--- config.mk ---
export PLATFORM = sky130hd
export DESIGN_NAME = alu_multicycle
export DESIGN_NICKNAME = d
export VERILOG_FILES = /design/src/rtl/alu_multicycle.sv
export SDC_FILE = /design/constraint.sdc
export NUM_CORES = 1
export LEC_CHECK = 0
export CAP_MARGIN = 15
export CORE_MARGIN = 10
export CORE_UTILIZATION = 35
export DETAILED_ROUTE_END_ITERATION = 6
export HOLD_SLACK_MARGIN = 0.1
export SLEW_MARGIN = 20
export SYNTH_ARGS = -nofsm -noshare
export SYNTH_HDL_FRONTEND = slang
export SYNTH_SLANG_ARGS = --single-unit
--- constraint.sdc ---
create_clock -name clk -period 7.1 [get_ports clk]
set_clock_uncertainty 0.2 [all_clocks]
set_input_delay 1.42 -clock clk [delete_from_list [all_inputs] [get_ports clk]]
set_output_delay 1.42 -clock clk [all_outputs]
set_load 0.01 [all_outputs]
--- src/rtl/alu_multicycle.sv ---
// rtl/alu_multicycle.sv - multi-cycle ALU with iterative shifter (ALU_FAST_SHIFT_EN selects a barrel shifter)
module alu_multicycle #(
  parameter int DATA_WIDTH  = 32,
  parameter int SHAMT_WIDTH = 5
) (
  input  logic                  clk,
  input  logic                  reset,
  input  logic                  start_i,
  input  logic [3:0]            ALU_Operation_i,
  input  logic [DATA_WIDTH-1:0] A_i,
  input  logic [DATA_WIDTH-1:0] B_i,
  output logic                  busy_o,
  output logic                  done_o,
  output logic [DATA_WIDTH-1:0] ALU_Result_o,
  output logic                  Zero_o
);

  localparam logic [1:0] IDLE  = 2'd0;
  localparam logic [1:0] SHIFT = 2'd1;
  localparam logic [1:0] DONE  = 2'd2;

  localparam logic [3:0] OP_ADD = 4'b0000;
  localparam logic [3:0] OP_LUI = 4'b0001;
  localparam logic [3:0] OP_OR  = 4'b0010;
  localparam logic [3:0] OP_SLL = 4'b0011;
  localparam logic [3:0] OP_SRL = 4'b0100;
  localparam logic [3:0] OP_SUB = 4'b0101;
  localparam logic [3:0] OP_AND = 4'b0111;
  localparam logic [3:0] OP_XOR = 4'b1000;

  logic [1:0]             state;
  logic [DATA_WIDTH-1:0]  work;
  logic [DATA_WIDTH-1:0]  result;
  logic [SHAMT_WIDTH-1:0] count;
  logic                   shift_left;

  logic [SHAMT_WIDTH-1:0] shamt;
  logic                   is_shift;
  logic                   go_shift;
  logic [DATA_WIDTH-1:0]  comb_result;
  logic [DATA_WIDTH-1:0]  work_step;

  assign shamt    = B_i[SHAMT_WIDTH-1:0];
  assign is_shift = (ALU_Operation_i == OP_SRL) || (ALU_Operation_i == OP_SLL);

`ifdef ALU_FAST_SHIFT_EN
  assign go_shift = 1'b0;
`else
  assign go_shift = is_shift && (shamt != '0);
`endif

  // Single-cycle result; in the iterative build shifts only reach here with shamt 0.
  always_comb begin
    comb_result = '0;
    case (ALU_Operation_i)
      OP_ADD: comb_result = A_i + B_i;
      OP_SUB: comb_result = A_i - B_i;
      OP_AND: comb_result = A_i & B_i;
      OP_OR:  comb_result = A_i | B_i;
      OP_XOR: comb_result = A_i ^ B_i;
      OP_LUI: comb_result = B_i << 12;
`ifdef ALU_FAST_SHIFT_EN
      OP_SRL: comb_result = A_i >> shamt;
      OP_SLL: comb_result = A_i << shamt;
`else
      OP_SRL: comb_result = A_i;
      OP_SLL: comb_result = A_i;
`endif
      default: comb_result = '0;
    endcase
  end

  assign work_step = shift_left ? (work << 1) : (work >> 1);

  always_ff @(posedge clk) begin
    if (!reset) begin
      state      <= IDLE;
      work       <= '0;
      result     <= '0;
      count      <= '0;
      shift_left <= 1'b0;
    end else begin
      case (state)
        IDLE: begin
          if (start_i) begin
            if (go_shift) begin
              work       <= A_i;
              count      <= shamt;
              shift_left <= (ALU_Operation_i == OP_SLL);
              state      <= SHIFT;
            end else begin
              result <= comb_result;
              state  <= DONE;
            end
          end
        end
        SHIFT: begin
          work  <= work_step;
          count <= count - 1'b1;
          // Last step: publish the final shifted value directly.
          if (count == SHAMT_WIDTH'(1)) begin
            result <= work_step;
            state  <= DONE;
          end
        end
        DONE:    state <= IDLE;
        default: state <= IDLE;
      endcase
    end
  end

  assign busy_o       = (state != IDLE);
  assign done_o       = (state == DONE);
  assign ALU_Result_o = result;
  assign Zero_o       = (result == '0);

endmodule

---- Word-level counts from Yosys, hierarchy flattened ----
Cells that the tools add are included.
cells by class
  equality and inequality tests ........... 14
  multiplexer cells ....................... 16
  reductions and logical operators ........ 13
  $add $sub $neg .......................... 3
  bitwise gates (word level) .............. 3
operators by type and width
  kind                 number
  $pmux 32 s7          1
  $mux 32              6
  $pmux 32 s2          2
  $add 32x32->32       1
  $and 32x32->32       1
  $logic_not 32->1     1
  $or 32x32->32        1
  $sub 32x32->32       1
  $xor 32x32->32       1
  $eq 4x3->1 const B   3
  $mux 5               2
  $pmux 5 s2           1
  $eq 4x2->1 const B   2
  $ne 2x2->1 const B   4
  $mux 2               3
  $reduce_and 3->1     2
  $eq 5x1->1 const B   1
  $reduce_bool 5->1    1
  $sub 5x1->5 const B  1
  $eq 4x1->1 const B   1
  $eq 4x4->1 const B   1
  $logic_not 4->1      1
  $pmux 2 s2           1
  $reduce_and 4->1     1
  8 further kinds      9
storage, ports and cells
  input port bits ......................... 71
  register bits after elaboration ......... 72

---- Depth between registers and ports, before layout ----
  depth after elaboration ................. 6
  depth in mapped cells ................... 19
  gate-level depth less buffers ........... 18

---- Worst setup path after synthesis ----
Ideal clock, no wire load.
  kind .................................... input -> register
  start point ............................. input ALU_Operation_i[3]
  end point ............................... register result[30], in the netlist ALU_Result_o[30]
  buffers on the path ..................... 3
  stages .................................. 17
  data required time ...................... 6,816 ps
  path slack .............................. 2,283 ps
  arrival ................................. 4,533 ps
  path through ............................ buf_2 > nor2_1 > and3_1 > clkbuf_1 > clkbuf_1 > nor2_1 > xnor2_1 > ha_1 > and3_1 > nand2_4 > a2bb2oi_4 > o31ai_4 > a41o_1 > a221oi_2 > a22oi_1 > nor2b_1 > o31ai_2
between the ends
  word-level cells in the longest chain between the ends .. 6
  elaborated cells between the ends (all ways) .. 17
  classes of those cells .................. eq/ne (8); mux (4); reduce/logical (5)
ends and longest elaborated chain
  item                                             RTL line  RTL
  start, declared                                  9         input logic [3:0] ALU_Operation_i,
  $eq 4x3->1 / $eq 4x2->1 (equally long branches)  44, 55
  $reduce_or 2->1 (no source line)                 --
  $pmux 32 s7                                      55        case (ALU_Operation_i)
  $mux 32                                          86        if (go_shift) begin
  $mux 32                                          85        if (start_i) begin
  $pmux 32 s2                                      83        case (state)
  end signal, assigned                             92        result <= comb_result;
  end signal, assigned                             102       result <= work_step;
  end, declared                                    33        logic [DATA_WIDTH-1:0] result;
Several ways; a longest one is shown, not always the timed one. The select of a mux whose other input is x is not followed.
A chain may end at the register's enable or synchronous reset.

---- Final worst setup path ----
  start point ............................. input B_i[2]
  end point ............................... register result[29], in the netlist ALU_Result_o[29]
between the ends
  word-level cells in the longest chain between the ends .. 5
  elaborated cells between the ends (all ways) .. 10
  classes of those cells .................. add/sub (2); eq/ne (1); mux (4); reduce/logical (3)
ends and longest elaborated chain
  item                                                     RTL line  RTL
  start, declared                                          11        input logic [DATA_WIDTH-1:0] B_i,
  $sub 32x32->32 / $add 32x32->32 (equally long branches)  57, 56
  $pmux 32 s7                                              55
  $mux 32                                                  86
  $mux 32                                                  85
  $pmux 32 s2                                              83
Several ways; a longest one is shown, not always the timed one. The select of a mux whose other input is x is not followed.

==> results.ini <==
[timing]
hold_viol = 0
fmax_mhz = 178.6
slew_headroom_pct = 34.03
worstMarginPinSlew_ps = 986.4
min_period_over_period_pct = 78.87
grt_setup_unrepaired = no
fin_setup_tns_ps = 0
period_minus_slack_ps = 5600
setup_viol = 0
drv_slew = 0

[final_layout]
layout_common_cells = nor2_1 (128), a21oi_1 (121), clkdlybuf4s50_1 (105), ha_1 (99), nand2_1 (90)
final_util_pct = 42.35
multi_input_area_um2 = 6077
drive_gt1_share_pct = 5.807
syn2layout_area_growth_pct = 19.17
fin_cells = 1457
final_nets = 1337
seqCellArea_um2 = 1441
nFillCells = 2324
layout_commonest_cell = nor2_1

[setup_path]
crit_fanout = 10
crit_family = simple AND/OR/NAND/NOR gates
cp-end-kind = flop
critPathLaunchType = input pin
cp_cell_sequence = clkdlybuf4s50_1 -> nor4_1 -> and2_1 -> nand2_1 -> nor2_1 -> nand2_1 -> o21ai_1 -> xnor2_1 -> ha_1 -> a21o_1 -> a21o_1 -> a21oi_1 -> nor2_1 -> a211oi_1 -> o21ai_0 -> or3_1 -> nand3_1 -> a21oi_1
crit_buf_inv = 1
critPathKind = in -> reg
cp_slowest_cell = clkdlybuf4s50_1
max_stage_delay_ps = 590
reg2reg_from = state[1]
r2r_slack_ps = 3580
cp.arrival_ps = 5610
cp.required_ps = 7110
startpoint = B_i[2]

[drt]
drt_wl_total_um = 31400
drtAntennaViolNets = 0
routedWlPerCell_um = 21.55
drc = 0
avgViaCountPerCell = 5.879
num_vias = 8565
dr.pass1.iters = 5
drtIter0Drc = 804

[placed_design]
placement.io_buffers = 105
dp_hpwl_um = 24110
gp_congestion = 0.9317
placed_cells = 1440

[die]
dieArea_um2 = 29460
start_util_pct = 35.54
core_area_um2 = 22640
die_y_um = 171.6
row_count = 55
io_pins = 106
die_w_um = 171.6

[global_route]
grt_pass1_wl_um = 48690
grt_max_degree = 61
grt_use_total_pct = 21.16
grt_pass1_vias = 7999
overflow = 0
antenna_found_initial = 2

[clocking]
cts-htree-levels = 3
hold_buffers = 0
cts-buffers-inserted = 9
postCtsSetupRepairBufs = 0
cts_tree = done
clkLatencyLatePin_ps = 340
cts.path.max_buffers = 2
clkTransAtPathRegs_ps = 60
cts_sinks = 72
post_cts_resize_count = 0
cts_root_buf = clkbuf_16

[yosys]
synth_ff_type = dfxtp_1
synth_top_area_share_pct = 17.91
synth_cell_types = 72
ys_seq_area_share_pct = 17.91
syn_nets = 1279
ys_top_cells_by_area = dfxtp_1 (18%), ha_1 (15%), a21oi_1 (7.6%)
synthCells = 1108
synth_area_um2 = 8046
synthArstFlopShare_pct = 0
synth_top_area_cell = dfxtp_1
ys_ff_latch = 72
synth_edf_count = 0
syn_avg_cell_area_um2 = 7.262
ys_warn_count = 0

[worst_hold_path]
hold_path.class = reg -> reg
hp-start = count[1]

[pwr]
seqPwrFrac_pct = 30.1
switching_share_pct = 36.84
irDropWorstVdd_uv = 100.0
pwr-share-clk_pct = 31.6
combPwrFrac_pct = 38.3
p_int_mw = 0.9623
pwr_density_cell_nw_per_um2 = 158.9
switchingPower_mw = 0.5614
p_leak_nw = 3.858

[status]
outcome = finished clean

[flow_run]
max_cap_violations = 0

## cell families (layout without fill, tap and decap cells)
group | count (synthesis) | count (layout) | share of synthesized area (%)
flops | 72 | 72 | 17.91
mux | 33 | 33 | 4.307
simple gates | 347 | 347 | 20.26
buf+inv | 141 | 204 | 7.028
xor+xnor | 46 | 46 | 5.007
fa+ha+maj | 100 | 100 | 15.64
other cells | 0 | 1 | 0
compound gates | 369 | 369 | 29.84
## per-stage QoR
| stage | cell area, um2 | setup slack [ps] | total power, mW | hold WS (ps) |
|---|---|---|---|---|
| 6_report | 9589 | 1500 | 1.524 | 279.9 |
| 3_5_place_dp | 9276 | 1196 | 1.040 | 274.6 |
| 5_1_grt | 9589 | 951.1 | 1.601 | 306.9 |
| 2_1_floorplan | 8046 | 2283 | 0.8192 | 240.8 |
| 4_1_cts | 9584 | 1533 | 1.518 | 282.6 |
| 3_3_place_gp | 9276 | 1256 | 1.040 | 264.4 |
## final timing paths
check        cells after the start                to
max reg2reg                      8  ALU_Result_o[24]
min                              2          count[1]
min reg2reg                      2          count[1]
max                             18  ALU_Result_o[29]
## flip-flops by register name (all words and copies together) (netlist names)
signal        flops
ALU_Result_o     32
count             5
state             2
work             32
shift_left        1
## power by group through the flow
stage,logic [mW],clock network [mW],registers [mW]
6_report,0.583,0.481,0.459
4_1_cts,0.576,0.484,0.458
3_3_place_gp,0.572,0,0.467
3_5_place_dp,0.573,0,0.467
5_1_grt,0.640,0.500,0.462
2_1_floorplan,0.355,0,0.465
## worst min-delay path: stages, from the launching register on
cell	delay (ps)
dfxtp_1	320
nand2_1	60
a21oi_1	50
## synth_stat cells, types with 3 or more instances
cell        n
a211oi_1   18
a21o_1     16
a21oi_1   122
a221o_1    19
a221oi_1   26
a22oi_1     5
a311oi_1    5
a31oi_1    10
a41oi_1     4
and2_1      4
and3_1     12
and4_1      3
buf_2      17
clkbuf_1   48
dfxtp_1    72
ha_1       99
inv_1      70
mux2_2     13
mux2i_1    20
nand2_1    90
nand2b_1   15
nand3_1    17
nand4_1     8
nor2_1    128
nor2_2      4
nor2b_1    11
nor3_1     22
nor4_1     16
nor4b_2     3
o211ai_1    6
o21a_1      5
o21ai_0    63
o21ai_1    32
o31ai_1     9
o41ai_1     3
or3_1       3
xnor2_1    40
xor2_1      6
## layout make-up
| class | instances | area share, % |
|---|---|---|
| multi-input cells | 895 | 63.37 |
| flip-flops and latches | 72 | 15.03 |
| repair buffers | 116 | 11.82 |
| well taps | 285 | 3.719 |
| inverters | 72 | 2.818 |
| clock buffers | 11 | 2.636 |
| clock inverters | 5 | 0.5741 |
| diodes | 1 | 0.02610 |
## per-layer routing
layer  part of all wire (%)  wire length [um]  GRT usage, %
met1                     48             15120         31.07
met2                     43             13410         31.65
met3                    8.1              2534         3.232
met4                    1.0               325         4.310
met5                  0.041                13             0
No activity file was read; power rests on OpenSTA's default activity.
==> RTL change 1, RTL diff (config.mk and constraints unchanged) <==
Change the parameter `DATA_WIDTH` from 32 to 36.
--- a/src/rtl/alu_multicycle.sv
+++ b/src/rtl/alu_multicycle.sv
@@ -1,6 +1,6 @@
 // rtl/alu_multicycle.sv - multi-cycle ALU with iterative shifter (ALU_FAST_SHIFT_EN selects a barrel shifter)
 module alu_multicycle #(
-  parameter int DATA_WIDTH  = 32,
+  parameter int DATA_WIDTH  = 36,
   parameter int SHAMT_WIDTH = 5
 ) (
   input  logic                  clk,
Ports: changed (resized ALU_Result_o, A_i and B_i); port bits go from 106 to 118. No check against the original RTL was run, so the function may have changed too.
==> RTL change 1 against the unedited design <==
Clock power down 7.7%; non-clock buffer count rose by 25; critical path type unchanged; total power is 5.7% higher; sequential share of layout area increased by 0.24 points; register-to-register slack got worse by 0.17 ns; final area grew 9.4%; routed wire length rose by 12%; count of clock-buffer cells in the layout is 2 lower; die area grew 7.1%; worst setup slack lost 0.42 ns; sequential cell count grew 8; area after synthesis grew 8.1%.
==> RTL change 1: results (changes against the unedited design) <==
status=finished, final reports clean; worst reg2reg setup slack=3.41 ns (-0.17 ns); XOR/XNOR share of the synthesized area=0.06631 (+0.01624); syn_nets=1400 (+9.5%); antenna violations before repair=1 (-1); mux share of post-synthesis cell area=0.04402 (+0.0009435); WHS Endpoint=work[6]; WL final=35.30 mm (+12%); Worst IR Drop VDD=0.1203 mV (+20%); via count=9440 (+10%); detailed placement HPWL=27.93 mm (+16%); first-pass GRT wire length=53.14 mm (+9.1%); Slowest-stage cell, CP=or4_1; share of layout cells above drive strength 1=0.05182 (-0.006253); top post-synthesis cells by count=158 x nor2_1, 133 x a21oi_1, 111 x ha_1; mean area per synthesized cell=7.195 µm² (-0.93%); FILL cells=2563 (+10%); DR vias/cell=5.838 (-0.69%); arrival time worst endpoint=6.04 ns (+0.43 ns); DR iter-0 viols=1063 (+32%); final RePlAce weighted congestion=0.9289 (-0.30%); synth unique cells=65 (-9.7%); Worst-Margin Slew=1.026 ns (+0.03937 ns); worst stage delay on the critical path=0.62 ns (+0.03 ns); crit-path max FO=7 (-3); Internal Power=0.9872 mW (+2.6%); adder-cell share of the synthesized area=0.1620 (+0.005538); largest net degree at the start of global routing=60 (-1.6%)
[RTL change 1: worst min-delay path, cell delays in order, from the launching register on]
cell,delay (ns)
dfxtp_1,0.32
nand2_1,0.06
a21oi_1,0.05
[RTL change 1: power by group through the flow]
stage          sequential [mW]  combinational, mW  clock (mW)
6_report                 0.506              0.660       0.444
5_1_grt                  0.510              0.720       0.465
4_1_cts                  0.506              0.649       0.448
3_5_place_dp             0.516              0.646           0
3_3_place_gp             0.516              0.646           0
2_1_floorplan            0.516              0.377           0
[RTL change 1: cell type report]
cell class	count	area (µm²)	area share
multi-input cells	968	6524	0.6217
flip-flops and latches	80	1603	0.1527
repair buffers	141	1351	0.1288
well taps	324	405.4	0.03863
inverters	88	330.3	0.03148
clock buffers	9	225.2	0.02146
clock inverters	7	55.05	0.005246
[RTL change 1: kinds of logic (layout without fill, tap and decap cells)]
group	Yosys count	after routing
xor+xnor	65	65
simple gates	362	362
fa+ha+maj	112	112
compound gates	392	392
mux	37	37
buf+inv	161	245
flops	80	80
[RTL change 1: per-layer routing]
metal	GRT usage	up-vias	routed length [µm]	part of all wire
met4	0.04168	2	393	0.011
met3	0.05992	26	3639	0.10
met2	0.3083	402	14520	0.41
li1	-	4537	-	-
met1	0.3186	4473	16730	0.47
met5	0	-	13	0.00037
[RTL change 1: worst max path at each step]
stage,startpoint,to,slack (ns),depth (start not counted)
after floorplan,B_i[12],ALU_Result_o[34],1.85,16
after global placement,B_i[12],ALU_Result_o[34],0.85,16
after detailed placement,B_i[12],ALU_Result_o[32],0.78,15
after CTS,B_i[12],ALU_Result_o[32],1.14,15
after global routing,B_i[12],ALU_Result_o[34],0.86,16
final,B_i[10],ALU_Result_o[32],1.08,15
[RTL change 1: through the flow]
| stage | utilization | setup slack [ns] | hold WS [ns] |
|---|---|---|---|
| 2_1_floorplan | - | 1.854 | 0.2408 |
| 5_1_grt | 0.4302 | 0.8600 | 0.2971 |
| 3_3_place_gp | 0.4187 | 0.8472 | 0.2621 |
| 4_1_cts | 0.4302 | 1.138 | 0.2717 |
| 3_5_place_dp | 0.4187 | 0.7762 | 0.2630 |
| 6_report | 0.4302 | 1.081 | 0.2727 |
==> RTL change 2, RTL diff (config.mk and constraints unchanged) <==
Without the edit above. Remove the case item `OP_ADD` of the case on `ALU_Operation_i`.
--- a/src/rtl/alu_multicycle.sv
+++ b/src/rtl/alu_multicycle.sv
@@ -53,7 +53,6 @@
   always_comb begin
     comb_result = '0;
     case (ALU_Operation_i)
-      OP_ADD: comb_result = A_i + B_i;
       OP_SUB: comb_result = A_i - B_i;
       OP_AND: comb_result = A_i & B_i;
       OP_OR:  comb_result = A_i | B_i;
Function: changed (a bounded check fails within 4 cycles, from zero or initial values and one cycle with reset low).
==> RTL change 2 against the unedited design <==
Die area is 2.3% lower; final area is 2.8% lower; total power is 10% lower; worst setup slack better by 0.91 ns; routed wire length is 0.95% higher; non-clock buffer count is 3 higher; area after synthesis is 2.6% lower; global-route usage is 0.14 points higher; sequential cell count stayed put; largest cell class unchanged; highest routed layer is now met4.
==> RTL change 2: results (changes against the unedited design) <==
Internal Power=0.8566 mW (-11%); FILL cells=2195 (-5.6%); #MultiIn Comb=850 (-5.0%); post-route cell area=9324 µm² (-2.8%); Slowest-stage cell, CP=or3_1; Critical Path Source=ALU_Operation_i[1]; WHS Endpoint=count[4]; Post-DP Area=9059 µm² (-2.3%); synth unique cells=87 (+21%); worst stage delay on the critical path=0.71 ns (+0.12 ns); DRT Pass-1 Iters=6 (+1); clk pwr=0.424 mW (-12%); crit-path max FO=20 (+10); sequential share of cell area=0.1547 (+0.004410); Plain + repair buffers=119 (+2.6%); Final nets=1317 (-1.5%); arrival time worst endpoint=4.78 ns (-0.83 ns); Final clock-cell share=0.02845 (-0.003649); clkbuf count=10 (-1); Global Route Usage Sum=0.2131 (+0.001430); WL final=31.70 mm (+0.95%); largest net degree at the start of global routing=53 (-13%); mux share of post-synthesis cell area=0.04199 (-0.001080); worst reg2reg setup slack=3.78 ns (+0.20 ns); max_slew headroom=0.3084 (-0.03190); DR iter-0 viols=1034 (+29%); antenna violations before repair=0 (-2); crit share post-route=0.6612 (-0.1275); area fraction in compound gates after synthesis=0.3118 (+0.01343); Critical Path Sink=ALU_Result_o[20]; Area contributors post-synth=dfxtp_1 18%, ha_1 15%, o21ai_0 5.9%, nor2_1 5.7%, a21oi_1 5.5%; XOR/XNOR share of the synthesized area=0.01565 (-0.03442); mean area per synthesized cell=7.196 µm² (-0.91%); first-pass GRT wire length=47.96 mm (-1.5%); multi-input logic area=5749 µm² (-5.4%); P_seq=0.449 mW (-2%); status=finished, final reports clean; Hold WS=0.2747 ns (-0.005120 ns); number of global-route vias before repair=7830 (-2.1%); Well Taps=280 (-1.8%)
## RTL change 2: cell count changes after synthesis, sizes merged, moves of 9 or more
| cell | before | now |
|---|---|---|
| a211oi | 20 | 9 |
| a21o | 16 | 7 |
| a21oi | 123 | 87 |
| a221o | 19 | 8 |
| a221oi | 28 | 16 |
| a222oi | 0 | 11 |
| a22o | 0 | 15 |
| and3 | 13 | 4 |
| inv | 72 | 95 |
| nand2 | 91 | 109 |
| nor2 | 132 | 120 |
| o21ai | 95 | 104 |
| o21bai | 0 | 11 |
| xnor2 | 40 | 14 |
## RTL change 2: routing by layer
| metal | up-vias | GRT usage | routed length, µm |
|---|---|---|---|
| met1 | 4012 | 0.2993 | 14140 |
| li1 | 4012 | - | - |
| met3 | 50 | 0.03629 | 2989 |
| met5 | - | 0 | 0 |
| met2 | 444 | 0.3210 | 13600 |
| met4 | 0 | 0.07097 | 965 |
